===== src/rtl/ccd_acq_pkg.sv =====
// Shared types and defaults for the CCD acquisition sequencer.
// Holds the scan state enum, default parameters and the pixel-index width helper.
package ccd_acq_pkg;

    typedef enum logic [1:0] {
        ST_IDLE,
        ST_ROG,
        ST_READ,
        ST_WAIT
    } state_t;

    localparam int DEF_DATA_W     = 16;
    localparam int DEF_PIXELS     = 2048;
    localparam int DEF_DUMMY_PRE  = 32;
    localparam int DEF_CLK_DIV    = 4;
    localparam int DEF_ROG_CYCLES = 40;

    function automatic int pix_idx_w(input int dummy_pre, input int pixels);
        return ((dummy_pre + pixels) > 1) ? $clog2(dummy_pre + pixels) : 1;
    endfunction

endpackage


===== src/rtl/ccd_acq_adc_cap.sv =====
// ADC capture: busy-fall detect, missed-convert check, optional correction (CCD_ACQ_CORR_EN), 1-entry output register.
// Capture to pix_valid is 1 cycle raw / 2 corrected; a capture into a full stalled register is dropped and flagged.
module ccd_acq_adc_cap
    import ccd_acq_pkg::*;
#(
    parameter int DATA_W = DEF_DATA_W
) (
    input  logic              sys_clk,
    input  logic              sys_rst,
    input  logic              flush,
    input  logic              clr_ovr,
    input  logic              cvt,
    input  logic              cvt_keep,
    input  logic              cvt_last,
    input  logic              adc_busy,
    input  logic [DATA_W-1:0] adc_data,
    input  logic [DATA_W-1:0] offset,
    input  logic [DATA_W-1:0] max_sat,
    output logic [DATA_W-1:0] pix_data,
    output logic              pix_last,
    output logic              pix_valid,
    input  logic              pix_ready,
    output logic              overrun
);

    logic              armed;
    logic              seen;
    logic              keep_q;
    logic              last_q;
    logic              cap;
    logic              cap_vld;
    logic              miss;
    logic              ld;
    logic              ld_last;
    logic              drop;
    logic [DATA_W-1:0] ld_dat;

    // busy is only looked at from the cycle after the convert pulse
    assign cap     = armed && seen && !adc_busy;
    assign cap_vld = cap && keep_q;
    assign miss    = cvt && armed && !cap && keep_q;

    always_ff @(posedge sys_clk) begin
        if (sys_rst || flush) begin
            armed  <= 1'b0;
            seen   <= 1'b0;
            keep_q <= 1'b0;
            last_q <= 1'b0;
        end else if (cvt) begin
            armed  <= 1'b1;
            seen   <= 1'b0;
            keep_q <= cvt_keep;
            last_q <= cvt_last;
        end else if (cap) begin
            armed <= 1'b0;
        end else if (armed && adc_busy) begin
            seen <= 1'b1;
        end
    end

`ifdef CCD_ACQ_CORR_EN
    logic              st_vld;
    logic              st_last;
    logic [DATA_W-1:0] st_dat;
    logic [DATA_W-1:0] clamped;

    always_ff @(posedge sys_clk) begin
        if (sys_rst || flush) begin
            st_vld  <= 1'b0;
            st_last <= 1'b0;
            st_dat  <= '0;
        end else begin
            st_vld  <= cap_vld;
            st_last <= last_q;
            st_dat  <= adc_data;
        end
    end

    // clamp before subtracting so saturated pixels land at max_sat - offset
    assign clamped = (st_dat > max_sat) ? max_sat : st_dat;
    assign ld      = st_vld;
    assign ld_dat  = (clamped > offset) ? (clamped - offset) : '0;
    assign ld_last = st_last;
`else
    logic unused_corr;
    assign unused_corr = ^{offset, max_sat};
    assign ld          = cap_vld;
    assign ld_dat      = adc_data;
    assign ld_last     = last_q;
`endif

    assign drop = ld && pix_valid && !pix_ready;

    always_ff @(posedge sys_clk) begin
        if (sys_rst || flush) begin
            pix_valid <= 1'b0;
            pix_data  <= '0;
            pix_last  <= 1'b0;
        end else if (ld && !drop) begin
            pix_valid <= 1'b1;
            pix_data  <= ld_dat;
            pix_last  <= ld_last;
        end else if (pix_valid && pix_ready) begin
            pix_valid <= 1'b0;
        end
    end

    always_ff @(posedge sys_clk) begin
        if (sys_rst || clr_ovr) begin
            overrun <= 1'b0;
        end else if (miss || drop) begin
            overrun <= 1'b1;
        end
    end

endmodule


===== src/rtl/ccd_acq_seq.sv =====
// Linear-CCD scan sequencer (IDLE/ROG/READ/WAIT) driving ccd_clk, ROG and one ADC convert per pixel.
// Pixels stream over valid/ready; CCD_ACQ_CORR_EN adds clamp/dark-offset correction and one register stage.
module ccd_acq_seq
    import ccd_acq_pkg::*;
#(
    parameter int DATA_W     = DEF_DATA_W,
    parameter int PIXELS     = DEF_PIXELS,
    parameter int DUMMY_PRE  = DEF_DUMMY_PRE,
    parameter int CLK_DIV    = DEF_CLK_DIV,
    parameter int ROG_CYCLES = DEF_ROG_CYCLES
) (
    input  logic              sys_clk,
    input  logic              sys_rst,
    input  logic              start,
    input  logic              cont_en,
    input  logic              abort,
    input  logic [15:0]       int_time,
    input  logic [DATA_W-1:0] offset,
    input  logic [DATA_W-1:0] max_sat,
    output logic              ccd_clk,
    output logic              ccd_rog,
    output logic              adc_convst,
    input  logic              adc_busy,
    input  logic [DATA_W-1:0] adc_data,
    output logic [DATA_W-1:0] pix_data,
    output logic              pix_last,
    output logic              pix_valid,
    input  logic              pix_ready,
    output logic              scan_busy,
    output logic              scan_done,
    output logic              overrun
);

    localparam int          N_PIX    = DUMMY_PRE + PIXELS;
    localparam int          IDX_W    = pix_idx_w(DUMMY_PRE, PIXELS);
    localparam int          DIV_W    = $clog2(CLK_DIV);
    localparam logic [31:0] WAIT_MUL = 32'(2 * CLK_DIV);

    state_t           state;
    logic [31:0]      cnt;
    logic [31:0]      wait_len;
    logic [31:0]      next_wait;
    logic [DIV_W-1:0] dcnt;
    logic [IDX_W-1:0] idx;
    logic             cont_q;
    logic             cvt_keep;
    logic             cvt_last;
    logic             start_ok;

    assign start_ok  = (state == ST_IDLE) && start && !abort && !sys_rst;
    assign next_wait = {16'd0, int_time} * WAIT_MUL;

    always_ff @(posedge sys_clk) begin
        if (sys_rst || abort) begin
            state      <= ST_IDLE;
            ccd_clk    <= 1'b1;
            ccd_rog    <= 1'b0;
            adc_convst <= 1'b0;
            scan_busy  <= 1'b0;
            scan_done  <= 1'b0;
            cnt        <= '0;
            wait_len   <= '0;
            dcnt       <= '0;
            idx        <= '0;
            cont_q     <= 1'b0;
            cvt_keep   <= 1'b0;
            cvt_last   <= 1'b0;
        end else begin
            adc_convst <= 1'b0;
            scan_done  <= 1'b0;
            case (state)
                ST_IDLE: begin
                    if (start) begin
                        state     <= ST_ROG;
                        ccd_rog   <= 1'b1;
                        scan_busy <= 1'b1;
                        cnt       <= '0;
                    end
                end
                ST_ROG: begin
                    if (cnt == 32'(ROG_CYCLES - 1)) begin
                        state   <= ST_READ;
                        ccd_rog <= 1'b0;
                        ccd_clk <= 1'b0;
                        dcnt    <= '0;
                        idx     <= '0;
                    end else begin
                        cnt <= cnt + 32'd1;
                    end
                end
                ST_READ: begin
                    if (dcnt == DIV_W'(CLK_DIV - 1)) begin
                        dcnt <= '0;
                        if (!ccd_clk) begin
                            ccd_clk    <= 1'b1;
                            adc_convst <= 1'b1;
                            cvt_keep   <= (idx >= IDX_W'(DUMMY_PRE));
                            cvt_last   <= (idx == IDX_W'(N_PIX - 1));
                        end else if (idx == IDX_W'(N_PIX - 1)) begin
                            // end of readout: int_time and cont_en are latched here
                            scan_done <= 1'b1;
                            cnt       <= '0;
                            wait_len  <= next_wait;
                            cont_q    <= cont_en;
                            if (int_time != 16'd0) begin
                                state <= ST_WAIT;
                            end else if (cont_en) begin
                                state   <= ST_ROG;
                                ccd_rog <= 1'b1;
                            end else begin
                                state     <= ST_IDLE;
                                scan_busy <= 1'b0;
                            end
                        end else begin
                            ccd_clk <= 1'b0;
                            idx     <= idx + IDX_W'(1);
                        end
                    end else begin
                        dcnt <= dcnt + DIV_W'(1);
                    end
                end
                ST_WAIT: begin
                    if (cnt == wait_len - 32'd1) begin
                        cnt <= '0;
                        if (cont_q) begin
                            state   <= ST_ROG;
                            ccd_rog <= 1'b1;
                        end else begin
                            state     <= ST_IDLE;
                            scan_busy <= 1'b0;
                        end
                    end else begin
                        cnt <= cnt + 32'd1;
                    end
                end
                default: state <= ST_IDLE;
            endcase
        end
    end

    ccd_acq_adc_cap #(
        .DATA_W (DATA_W)
    ) u_cap (
        .sys_clk   (sys_clk),
        .sys_rst   (sys_rst),
        .flush     (abort),
        .clr_ovr   (start_ok),
        .cvt       (adc_convst),
        .cvt_keep  (cvt_keep),
        .cvt_last  (cvt_last),
        .adc_busy  (adc_busy),
        .adc_data  (adc_data),
        .offset    (offset),
        .max_sat   (max_sat),
        .pix_data  (pix_data),
        .pix_last  (pix_last),
        .pix_valid (pix_valid),
        .pix_ready (pix_ready),
        .overrun   (overrun)
    );

endmodule


===== config.mk =====
export PLATFORM = sky130hd
export DESIGN_NAME = ccd_acq_seq
export DESIGN_NICKNAME = d
export VERILOG_FILES = /design/src/rtl/ccd_acq_pkg.sv /design/src/rtl/ccd_acq_adc_cap.sv /design/src/rtl/ccd_acq_seq.sv
export SDC_FILE = /design/constraint.sdc
export NUM_CORES = 1
export LEC_CHECK = 0
export BUFFER_PORTS_ARGS = -buffer_cell sky130_fd_sc_hd__buf_2
export CORE_UTILIZATION = 56
export DETAILED_ROUTE_END_ITERATION = 16
export PLACE_DENSITY = 0.82
export SLEW_MARGIN = 20
export SYNTH_ARGS = -nofsm -noshare
export SYNTH_HDL_FRONTEND = slang
export SYNTH_SLANG_ARGS = --single-unit

===== constraint.sdc =====
create_clock -name sys_clk -period 4.4 [get_ports sys_clk]
set_clock_uncertainty 0.15 [all_clocks]
set_input_delay 0.44 -clock sys_clk [delete_from_list [all_inputs] [get_ports sys_clk]]
set_output_delay 0.44 -clock sys_clk [all_outputs]
set_load 0.1 [all_outputs]

# Word level (Yosys, flattened, before mapping)
# Index checks and enable logic that the tools add are counted.
# W data, S select, Z words.
[op_classes]
bitwise_logic = 4
eq_ne = 20
n_lt_le_gt_ge = 1
reduce_logical = 42
n_mux = 52
n_addsub = 4
[ops]
columns = ["op", "n"]
rows = [
  ["$mux W32", 6],
  ["$pmux W32 S4", 1],
  ["$mux W12", 4],
  ["$add A32 B1 Y32 const B", 1],
  ["$eq A32 B32 Y1", 1],
  ["$eq A32 B6 Y1 const B", 1],
  ["$mux W1", 26],
  ["$ne A2 B2 Y1 const B", 13],
  ["$pmux W12 S2", 1],
  ["$sub A19 B1 Y20 const B", 1],
  ["$mux W2", 9],
  ["$reduce_and A9 Y1", 2],
  ["$reduce_bool A16 Y1", 1],
  ["$logic_and A1 B1 Y1", 14],
  ["$add A12 B1 Y12 const B", 1],
  ["$eq A12 B12 Y1 const B", 1],
  ["$ge A12 B6 Y1 const B", 1],
  ["$reduce_and A5 Y1", 2],
  ["$pmux W2 S4", 1],
  ["$eq A2 B2 Y1 const B", 3],
  ["$logic_not A1 Y1", 6],
  ["$reduce_and A3 Y1", 2],
  ["$reduce_and A6 Y1", 1],
  ["$reduce_bool A2 Y1", 3],
  ["other kinds (15)", 21],
]
[word_totals]
in_bits = 71
word_cells = 144
reg_bits = 95

# Logic depth before layout (Yosys ltp)
[depth]
depth_word = 8
ltp_mapped = 13
mapped_depth_nobuf = 10

# Modules after synthesis
# Synthesis repeated with hierarchy kept, for this count alone.
[unflattened]
hier_cells = 606
area_unflattened_um2 = 4976.0
[by_module_without_submodules]
columns = ["module", "n_inst", "area_per_inst_um2", "seq_area_each_um2", "cells_each"]
rows = [
  ["ccd_acq_seq", 1, 4065.1, 1441.4, 505],
  ["ccd_acq_adc_cap", 1, 910.9, 460.4, 101],
]

# Least setup slack after synthesis
# Ideal clock, no wire load.
[synth_path]
path_kind = "register to register"
from = "register wait_len[3]"
to = "register cnt[12]"
period_less_slack_ns = 3.028
n_path_buf = 2
path_slack_ns = 1.372
t_arrival_ns = 2.811
required_ns = 4.183
setup_time_ns = 0.067
stages_incl_launch_ff = 13
cell_sequence = "dfxtp_1 -> clkbuf_1 -> inv_1 -> ha_1 -> clkbuf_1 -> or4b_2 -> nor4_1 -> xnor2_1 -> a311oi_1 -> o211a_1 -> a31o_4 -> or4_4 -> o21ai_2"
[synth_via]
elab_chain_cells = 4
[synth_rtl]
columns = ["item", "line_no", "rtl"]
rows = [
  ["start: declaration", "ccd_acq_seq.sv:41", "logic [31:0] wait_len;"],
  ["start signal: assignment", "ccd_acq_seq.sv:103", "wait_len <= next_wait;"],
  ["$sub A19 B1 Y20", "ccd_acq_seq.sv:123", "if (cnt == wait_len - 32'd1) begin"],
  ["$eq A32 B32 Y1", "ccd_acq_seq.sv:123", ""],
  ["$mux W32", "ccd_acq_seq.sv:123", ""],
  ["$pmux W32 S4", "ccd_acq_seq.sv:71", "case (state)"],
  ["end signal: assignment", "ccd_acq_seq.sv:88", "cnt <= cnt + 32'd1;"],
  ["end signal: assignment", "ccd_acq_seq.sv:133", "cnt <= cnt + 32'd1;"],
  ["end: declaration", "ccd_acq_seq.sv:40", "logic [31:0] cnt;"],
]
# Every way passes these cells.
# A chain may end at the register's enable or synchronous reset.

# Worst setup path in the final report
[layout_path]
from = "register wait_len[5]"
to = "register cnt[12]"
# The elaborated chain is that of the path after synthesis.

==> results_tabular.tex <==
\begin{tabular}{lr}
\hline
Metric & Value \\
\hline
\multicolumn{2}{l}{\textbf{Status}} \\
\quad Outcome & complete, no violations \\
\multicolumn{2}{l}{\textbf{Clocking}} \\
\quad \# clock sinks & between 90 and 100 \\
\quad Worst-path clk slew & 0.10 ns \\
\quad CTS-repair resized insts & 0 \\
\quad TritonCTS clock tree & yes \\
\quad Maximum buffer depth of the clock tree & 2 \\
\quad Latest clock arrival within the worst-skew pair & 0.37 ns \\
\quad H-Tree Depth & 3 \\
\quad CTS root buf & clkbuf\_8 \\
\quad Post-CTS Setup Inserts & 0 \\
\quad Cts bufs inserted & 9 \\
\quad Number of hold buffers added after cts & 0 \\
\multicolumn{2}{l}{\textbf{Logic synthesis}} \\
\quad Post-synthesis instance area & 4690 um\^{}2 \\
\quad Area share of the leading cell type in the synthesized netlist & 40.6\% \\
\quad Prevailing post-synth register cell & dfxtp\_1 \\
\quad Gate count of the mapped netlist & between 500 and 600 \\
\quad Main area contributors after synthesis & dfxtp\_1, nor2\_1, mux2i\_1 \\
\quad EDFF count, synth & 0 \\
\quad Syn nets & 622 \\
\quad Total of flip-flops plus latches after synthesis & 95 \\
\quad Cell taking the most area after synthesis & dfxtp\_1 \\
\quad Synthesized area divided by synthesized cell count & 8.59 um\^{}2 \\
\quad Leading cell type by number of instances after synthesis & nor2\_1 \\
\quad Most common library cells after synthesis & nor2\_1, dfxtp\_1, mux2i\_1 \\
\quad Count of synthesis-stage warnings from yosys & 0 \\
\quad Sequential share of the synthesized area & 40.6\% \\
\quad Number of different library cells in the post-synthesis netlist & 51 \\
\quad Fraction of registers with async set or reset after synthesis & 0\% \\
\multicolumn{2}{l}{\textbf{Routing}} \\
\quad Number of iterations in the first detailed-routing pass & 5 \\
\quad Wire length per cell & 14.5 um \\
\quad Routed WL & 10.2 mm \\
\quad Routed via count & 4093 \\
\quad Post-route DRC & 0 \\
\quad Violation count after the first detailed-routing iteration & 194 \\
\quad Antenna viol nets, final & 0 \\
\quad Via-to-Cell Ratio & a little under 6 \\
\multicolumn{2}{l}{\textbf{Cells and area}} \\
\quad Number of nets at the end of the flow & 671 \\
\quad ANT cells & 0 \\
\quad Synthesis-to-layout area growth & 11.0\% \\
\quad Share of final-layout standard cells stronger than drive strength 1 & 15.8\% \\
\quad Filler cells & 696 \\
\multicolumn{2}{l}{\textbf{Critical path}} \\
\quad Arrival @ worst endpoint & 3.62 ns \\
\quad Worst setup EP type & flip-flop \\
\quad Top cell by count, worst path & or4\_1 \\
\quad Sequence of cells on the critical path & or4\_1, or2\_1, or4\_1, a311oi\_1, o211a\_1, a31o\_4, a21o\_4, o21ai\_2 \\
\quad Largest fanout of any net on the critical path & 30 \\
\quad Crit start category & flip-flop \\
\quad Critical-path cell with the highest stage delay & or4\_1 \\
\quad CP max stage delay & 0.69 ns \\
\quad Worst endpoint required time & around 4.5 ns \\
\quad Startpoint-to-endpoint class of the critical path & reg -> reg \\
\multicolumn{2}{l}{\textbf{Timing}} \\
\quad Relative slew margins & 25.1\% \\
\quad Final critical path time including I/O delays and setup & 3.52 ns \\
\quad Total of endpoints with negative setup slack in the final report & 0 \\
\quad Fin Setup TNS & 0 ns \\
\quad Transition time of the tightest slew-check pin & 1.12 ns \\
\quad Setup repair after global routing missed its margin & false \\
\quad Slew Limit Fails & 0 \\
\quad Post-route fraction of the period consumed by the critical path & 79.9\% \\
\quad Setup WS post-layout & between 0.8 and 0.9 ns \\
\quad Highest achievable clock rate & 0.284 GHz \\
\quad Final-report hold violation count & 0 \\
\multicolumn{2}{l}{\textbf{Power and ir drop}} \\
\quad Pwr dens & 280 nW/um\^{}2 \\
\quad IR drop worst, VDD & approximately 0.00016 V \\
\quad Cell internal power dissipation & 1.10 mW \\
\quad Combinational Power Share & 3.8\% \\
\quad Fraction of power consumed by sequential logic & 59.2\% \\
\quad Switching pwr & 0.361 mW \\
\quad Net switching share of the total power & 24.8\% \\
\quad Leak & around 1.9 nW \\
\quad Part of the power in the clock network & between 30\% and 40\% \\
\multicolumn{2}{l}{\textbf{Global route}} \\
\quad Most crowded layer after global routing & met2 \\
\quad Grt total ovfl & 0 \\
\quad Global Route met3 Usage & roughly 5.2\% \\
\quad Met1 demand-to-capacity share in global routing & 29.8\% \\
\quad Met2 layer usage reported by global route & 40.8\% \\
\quad Number of global-route vias before repair & between 3000 and 4000 \\
\quad Total GRT Usage & 23.9\% \\
\quad Pin count of the biggest net entering global routing & 55 \\
\quad Antenna violations before repair & 0 \\
\quad Wire length of the first global-routing pass & approximately 17 mm \\
\multicolumn{2}{l}{\textbf{Flow run}} \\
\quad Max-capacitance violation count & 0 \\
\multicolumn{2}{l}{\textbf{Placement}} \\
\quad Placement-stage worst setup slack & 0.936 ns \\
\quad Count of buffers from port buffering & 62 \\
\quad DP HPWL & around 7.4 mm \\
\quad GP Congestion & 0.878 \\
\multicolumn{2}{l}{\textbf{Die}} \\
\quad Top-level I/O count & between 90 and 100 \\
\quad Count of standard-cell rows & 33 \\
\quad CORE AREA & 8180 um\^{}2 \\
\quad Die X-Extent & 93.5 um \\
\quad Area enclosed by the die boundary & 8740 um\^{}2 \\
\quad Starting density of the core & between 50 and 60\% \\
\quad Die Height & between 90 and 100 um \\
\multicolumn{2}{l}{\textbf{Min path}} \\
\quad Worst min-delay path class & in -> reg \\
\hline
\end{tabular}
==> power groups by stage <==
| stage | Clock (mW) | Combinational (mW) | Sequential (mW) |
|---|---|---|---|
| 3_5_place_dp | 0 | 0.0553 | 0.883 |
| 6_report | 0.538 | 0.0553 | 0.863 |
| 4_1_cts | 0.548 | 0.0555 | 0.863 |
| 5_1_grt | 0.589 | 0.0601 | 0.864 |
| 3_3_place_gp | 0 | 0.0541 | 0.883 |
| 2_1_floorplan | 0 | 0.0254 | 0.889 |
==> flip-flops by register name, summed over array words and instances, names as in the netlist, 2 cells and up <==
register / cells
u_cap.pix_data: 16
idx: 12
wait_len: 16
dcnt: 2
cnt: 32
state: 2
==> layer usage <==
layer | wire (um) | share of wire (%) | vias up
met5 | 0 | 0 | -
met4 | 184 | 1.8 | 0
met3 | 560 | 5.5 | 18
met2 | 4850 | 47 | 130
met1 | 4630 | 45 | 1935
li1 | - | - | 2010
==> cell type report <==
cell class                 instances  area, um^2  area share (%)
inverter                          10        37.5           0.721
clock buffer                      10         128            2.45
clock inverter                     6        52.6            1.01
multi-input combinational        416        2640            50.6
sequential                        95        1900            36.5
timing repair buffer              63         318            6.11
tap                              105         131            2.52
==> critical path: cells and delay by family (launching register included) <==
family	cells	cell delay, ns
AOI/OAI and AO/OA	5	1.34
and+or+nand+nor	3	1.52
DFF	1	0.38
==> cells by family (layout without fill, tap and decap cells) <==
group,count (synthesis),count (layout),share of synthesized area [%]
xor gates and xnor gates,59,59,11.0
AOI/OAI and AO/OA,45,45,6.62
DFF,95,95,40.6
muxes,39,39,8.33
and+or+nand+nor,268,268,28.8
adders and majority gates,5,5,1.33
buffers and inverters,35,89,3.31
==> placed cells by master (no fill, tap or decap), types with 3 or more instances in the layout <==
| cell type | netlist | routed |
|---|---|---|
| and3_1 | 9 | 9 |
| or4_1 | 10 | 10 |
| nor4b_1 | 5 | 5 |
| nor2_1 | 112 | 111 |
| or4_4 | 3 | 3 |
| o21ai_0 | 11 | 11 |
| nand2_1 | 30 | 30 |
| a21oi_1 | 10 | 10 |
| xor2_1 | 29 | 29 |
| nor2b_1 | 5 | 4 |
| or2_2 | 3 | 3 |
| nor4_1 | 16 | 16 |
| buf_2 | 1 | 62 |
| nand4_1 | 15 | 15 |
| xnor2_1 | 30 | 30 |
| nand2b_1 | 4 | 4 |
| o31ai_1 | 3 | 3 |
| ha_1 | 5 | 5 |
| a31oi_1 | 5 | 5 |
| o211ai_1 | 4 | 4 |
| nor3_1 | 14 | 14 |
| inv_6 | 0 | 3 |
| inv_1 | 10 | 10 |
| mux2i_1 | 39 | 39 |
| dfxtp_1 | 95 | 95 |
| clkbuf_8 | 0 | 9 |
| nand3_1 | 25 | 25 |
==> through the flow <==
step | total power [mW] | util (%) | instances | hold WS [ns] | area [um^2]
detailed placement | 0.938 | 61.5 | 689 | 0.327 | 5020
finish | 1.46 | 63.7 | 705 | 0.106 | 5200
floorplan | 0.915 | - | 546 | 0.303 | 4690
CTS | 1.47 | 63.7 | 705 | 0.0949 | 5200
global route | 1.51 | 63.7 | 705 | 0.0968 | 5200
global placement | 0.937 | 61.5 | 689 | 0.317 | 5020
==> path summary, 6_finish.rpt <==
path / endpoint / cells after the start / slack, ns / startpoint
min: u_cap.overrun / 2 / 0.11 / sys_rst
max: cnt[12] / 8 / 0.88 / wait_len[5]
min reg2reg: cnt[1] / 2 / 0.35 / cnt[1]
max reg2reg: cnt[12] / 8 / 0.88 / wait_len[5]
Power figures use the tool's default switching activity.
